--- config.mk ---
export PLATFORM = sky130hd
export DESIGN_NAME = wbctimeout
export DESIGN_NICKNAME = d
export VERILOG_FILES = /design/src/rtl/wbctimeout.sv
export SDC_FILE = /design/constraint.sdc
export NUM_CORES = 1
export LEC_CHECK = 0
export ABC_CLOCK_PERIOD_IN_PS = 4100
export CELL_PAD_IN_SITES_DETAIL_PLACEMENT = 1
export CELL_PAD_IN_SITES_GLOBAL_PLACEMENT = 1
export CORE_ASPECT_RATIO = 0.5
export CORE_MARGIN = 3
export CORE_UTILIZATION = 35
export CTS_CLUSTER_DIAMETER = 40
export CTS_CLUSTER_SIZE = 10
export DETAILED_ROUTE_END_ITERATION = 10
export GPL_TIMING_DRIVEN = 0
export PLACE_DENSITY_LB_ADDON = 0.1
export SETUP_SLACK_MARGIN = 0.4
export SLEW_MARGIN = 20
export SYNTH_ARGS = -nofsm -noshare
export SYNTH_HDL_FRONTEND = slang
export SYNTH_SLANG_ARGS = --single-unit
--- constraint.sdc ---
create_clock -name i_clk -period 4.1 [get_ports i_clk]
set_input_delay 0.82 -clock i_clk [delete_from_list [all_inputs] [get_ports i_clk]]
set_output_delay 0.82 -clock i_clk [all_outputs]
set_load 0.01 [all_outputs]
--- src/rtl/wbctimeout.sv ---
// wbctimeout: registered Wishbone classic bridge between one crossbar slave
// port and a single peripheral. Every request is re-timed by one cycle, and a
// peripheral that stays silent for TIMEOUT cycles is answered with an error,
// so a hung or unmapped device can never hold a master's grant indefinitely.
module wbctimeout #(
  parameter int AW      = 29,
  parameter int DW      = 32,
  parameter int SW      = DW / 8,
  parameter int TIMEOUT = 255,
  parameter int TW      = $clog2(TIMEOUT + 1)
) (
  input  logic          i_clk,
  input  logic          i_reset,
  // upstream request from the crossbar
  input  logic          i_cyc,
  input  logic          i_stb,
  input  logic          i_we,
  input  logic [AW-1:0] i_addr,
  input  logic [DW-1:0] i_data,
  input  logic [SW-1:0] i_sel,
  // upstream response to the crossbar
  output logic          o_ack,
  output logic          o_err,
  output logic [DW-1:0] o_data,
  // downstream request to the peripheral
  output logic          o_scyc,
  output logic          o_sstb,
  output logic          o_swe,
  output logic [AW-1:0] o_saddr,
  output logic [DW-1:0] o_sdata,
  output logic [SW-1:0] o_ssel,
  // downstream response from the peripheral
  input  logic          i_sack,
  input  logic          i_serr,
  input  logic [DW-1:0] i_sdata,
  // one-cycle pulse whenever the bridge gives up on the peripheral
  output logic          o_timeout
);

  typedef enum logic [1:0] {
    IDLE,
    REQ,
    RESP
  } state_t;

  // The counter leaves REQ when it reaches this value, so it never wraps.
  localparam logic [TW-1:0] LAST_COUNT = TW'(TIMEOUT - 1);

  state_t        state;
  logic [TW-1:0] count;

  // Bridge state machine: accept in IDLE, wait for response/abort/timeout in REQ, drop the response pulse in RESP.
  always_ff @(posedge i_clk or negedge i_reset) begin
    if (!i_reset) begin
      state     <= IDLE;
      count     <= '0;
      o_ack     <= 1'b0;
      o_err     <= 1'b0;
      o_timeout <= 1'b0;
      o_data    <= '0;
      o_scyc    <= 1'b0;
      o_sstb    <= 1'b0;
      o_swe     <= 1'b0;
      o_saddr   <= '0;
      o_sdata   <= '0;
      o_ssel    <= '0;
    end else begin
      case (state)
        IDLE: begin
          if (i_cyc && i_stb) begin
            o_swe   <= i_we;
            o_saddr <= i_addr;
            o_sdata <= i_data;
            o_ssel  <= i_sel;
            o_scyc  <= 1'b1;
            o_sstb  <= 1'b1;
            count   <= '0;
            state   <= REQ;
          end
        end

        REQ: begin
          if (!i_cyc) begin
            o_scyc <= 1'b0;
            o_sstb <= 1'b0;
            state  <= IDLE;
          end else if (i_serr) begin
            o_scyc <= 1'b0;
            o_sstb <= 1'b0;
            o_err  <= 1'b1;
            o_data <= '0;
            state  <= RESP;
          end else if (i_sack) begin
            o_scyc <= 1'b0;
            o_sstb <= 1'b0;
            o_ack  <= 1'b1;
            o_data <= i_sdata;
            state  <= RESP;
          end else if (count == LAST_COUNT) begin
            o_scyc    <= 1'b0;
            o_sstb    <= 1'b0;
            o_err     <= 1'b1;
            o_timeout <= 1'b1;
            o_data    <= '0;
            state     <= RESP;
          end else begin
            count <= count + 1'b1;
          end
        end

        RESP: begin
          o_ack     <= 1'b0;
          o_err     <= 1'b0;
          o_timeout <= 1'b0;
          state     <= IDLE;
        end

        default: begin
          state <= IDLE;
        end
      endcase
    end
  end

endmodule

==> flow_metrics.tcl <==
set metrics [dict create \
    drive_gt1_share_pct 17.4 \
    post_cts_buffers 0 \
    yosys.cell_types.count 38 \
    cts_tree "yes" \
    grt_max_degree 68 \
    status "completed" \
    gp_congestion 0.721 \
    syn_inst 359 \
    synth_nets 465 \
    hold_buffers 0 \
    powerDensity_nw_per_um2 460 \
    ys_ff_latch 112 \
    ys_warn_count 0 \
    fin_util_pct 56.6 \
    rsz0062_at_grt "no" \
    routedWlPerCell_um 17.1 \
    finClkSkew_ns 0.0110 \
    first_pass_iters 4 \
    top_layer "met4" \
    wl_met1_mm 5.56 \
    synth_mux_area_share_pct 22.7 \
    min_period_over_period_pct 62.1 \
    viasPerCell 4.55 \
    r2r_slack_ns 2.15 \
    portBuffers 206 \
    ioPinCount 207 \
    clockRootBuffer "clkbuf_16" \
    htree_levels 3 \
    crit_type "in2reg" \
    insertion_delay_ns 0.35 \
    yosys.area_share.adder_pct 0.534 \
    die_height_um 87.8 \
    start_util_pct 36.4 \
    synth.area.top_cells "dfrtp_1 (60%), mux2_2 (16%), mux2i_1 (6.8%), nand2_1 (3.2%), inv_1 (3.0%)" \
    vdd_drop_max_uv 201 \
    yosysSeqAreaShare_pct 59.8 \
    core_um2 12900 \
    worstHoldPathType "in2async" \
    dieArea_um2 14900 \
    r2r_end "o_saddr[1]" \
    routed_wl_mm 12.8 \
    drc_errors 0 \
    synth_top_area_share_pct 59.8 \
    synth_top_family_by_area "multiplexers" \
    path_cells "clkdlybuf4s50_1 > nor2b_1 > and3b_1 > clkbuf_1 > buf_4 > buf_6 > mux2_2" \
    clock_sinks 112 \
    drtIter0Drc 140 \
    hpwl_mm 9.84 \
    slew_headroom_pct 56.5 \
    leakagePower_nw 3.29 \
    finalSetupViolations 0 \
    max_freq_ghz 0.393 \
    synth_edf_count 0 \
    die_x_um 170 \
    diodes 0 \
    r2r-start "state[1]" \
    ff2ff_path_depth 6 \
    hold_slack_ns 0.466 \
    grt-ovfl-total 0 \
    wl_met3_um 691 \
    vias 3425 \
    place_area_um2 6990 \
    synth_xor_area_share_pct 0.187 \
    yosys.area_share.simple_pct 7.32 \
    grt_pass1_wl_mm 19.9 \
    max_stage_delay_ns 0.52 \
    synth_area_per_cell_um2 13.0 \
    clk_transition_reported_paths_ns 0.08 \
    yosysTopAreaCell "dfrtp_1" \
    maxCapViolCount 0 \
    grt_pass1_vias 3649 \
    critPathMaxFanout 10 \
    crit_path_end_kind "flip-flop" \
    layout.nets 683 \
    rows 29 \
    synthArstFlopShare_pct 100 \
    clockBufferDepth 2 \
    synth_compound_area_share_pct 2.48 \
    critPathRequiredTime_ns 4.33 \
    ant_nets 0 \
    grt_use_total_pct 17.5 \
    syn_area_um2 4680 \
    cpMaxStageDelayCell "clkdlybuf4s50_1" \
    synthFlopType "dfrtp_1" \
    setup.worst_path.start_class "input pin" \
    fin_area_um2 7290 \
    power_w 0.00335 \
    areaGrowthSynthToFinish_pct 55.7 \
    arrival_ns 2.78 \
    maxSlewViolCount 0 \
    grt_antenna_before_repair 0 \
    cts-resized-gates 0 \
    finalSetupTns_ns 0 \
    cts_buffers 9 \
    hold_viol_final 0 \
    tightest_slew_ns 0.653 \
    wl_met2_mm 6.49 \
    period_needed_ns 2.55 \
]
-- cell families after synthesis --
family / count (synthesis)
buffers and inverters: 57
adders and majority gates: 2
xor gates and xnor gates: 1
AOI/OAI and AO/OA: 17
DFF: 112
muxes: 98
and+or+nand+nor: 72
-- synth_stat cells, drive strengths merged, types with 2 or more instances --
| library cell | number |
|---|---|
| clkbuf | 2 |
| nor3 | 2 |
| nor2b | 2 |
| buf | 16 |
| nor2 | 7 |
| mux2 | 66 |
| nor4 | 2 |
| ha | 2 |
| mux2i | 32 |
| a21oi | 4 |
| inv | 37 |
| and3b | 2 |
| nor3b | 2 |
| dlygate4sd1 | 2 |
| o21ai | 4 |
| nand3 | 6 |
| a211o | 5 |
| dfrtp | 112 |
| nand2 | 40 |
-- sequential cells by signal (all words and copies together) (netlist names) --
name / flops
count: 8
o_ack: 1
o_data: 32
o_err: 1
o_saddr: 29
o_sdata: 32
o_ssel: 4
o_sstb: 1
o_swe: 1
o_timeout: 1
state: 2
-- cell type report --
type	instances	area [um2]
Buffer	20	185
Clock buffer	10	229
Clock inverter	6	73.8
Fill cell	1350	5590
Inverter	37	139
Multi-Input combinational cell	190	1560
Sequential cell	112	2800
Tap cell	170	213
Timing Repair Buffer	207	2090
-- where the power goes --
| group | switching, W | internal (W) |
|---|---|---|
| clock network | 0.000429 | 0.000485 |
| registers | 0.000110 | 0.00132 |
| logic | 0.000378 | 0.000626 |
-- cell usage in the layout, fill, tap and decap left out, types with 4 or more instances in the layout --
| cell | instances |
|---|---|
| dfrtp_1 | 112 |
| a211o_1 | 4 |
| inv_6 | 4 |
| inv_1 | 37 |
| nand3_1 | 5 |
| mux2i_1 | 32 |
| clkdlybuf4s50_1 | 205 |
| buf_4 | 4 |
| buf_2 | 5 |
| mux2_2 | 66 |
| nand2_1 | 40 |
| a21oi_1 | 4 |
| buf_6 | 5 |
| nor2_1 | 7 |
| o21ai_0 | 4 |
| clkbuf_16 | 9 |
-- routing by layer --
layer	vias to the layer above	GRT usage, %
met5	-	0
met4	0	5.64
met3	6	4.37
met2	101	31.2
met1	1697	21.1
li1	1621	-
-- stage by stage --
step | instances | setup WS [ns]
after floorplan | 359 | 2.06
after global placement | 735 | -2.45
after detailed placement | 736 | 1.19
after CTS | 752 | 1.56
after global routing | 752 | 1.47
final | 752 | 1.55
-- worst max-delay path: cells and delay by family --
kind          cells  cell delay [ns]
buf+inv           4             1.21
simple gates      2             0.40
mux               1             0.35
-- worst max-delay path by stage --
| stage | end | startpoint |
|---|---|---|
| after floorplan | o_sdata[10] | i_cyc |
| after global placement | count[1] | i_reset |
| after detailed placement | o_sdata[19] | i_cyc |
| after CTS | o_saddr[1] | i_cyc |
| after global routing | o_saddr[1] | i_cyc |
| final | o_saddr[1] | i_cyc |
No activity file was read; power rests on OpenSTA's default activity.
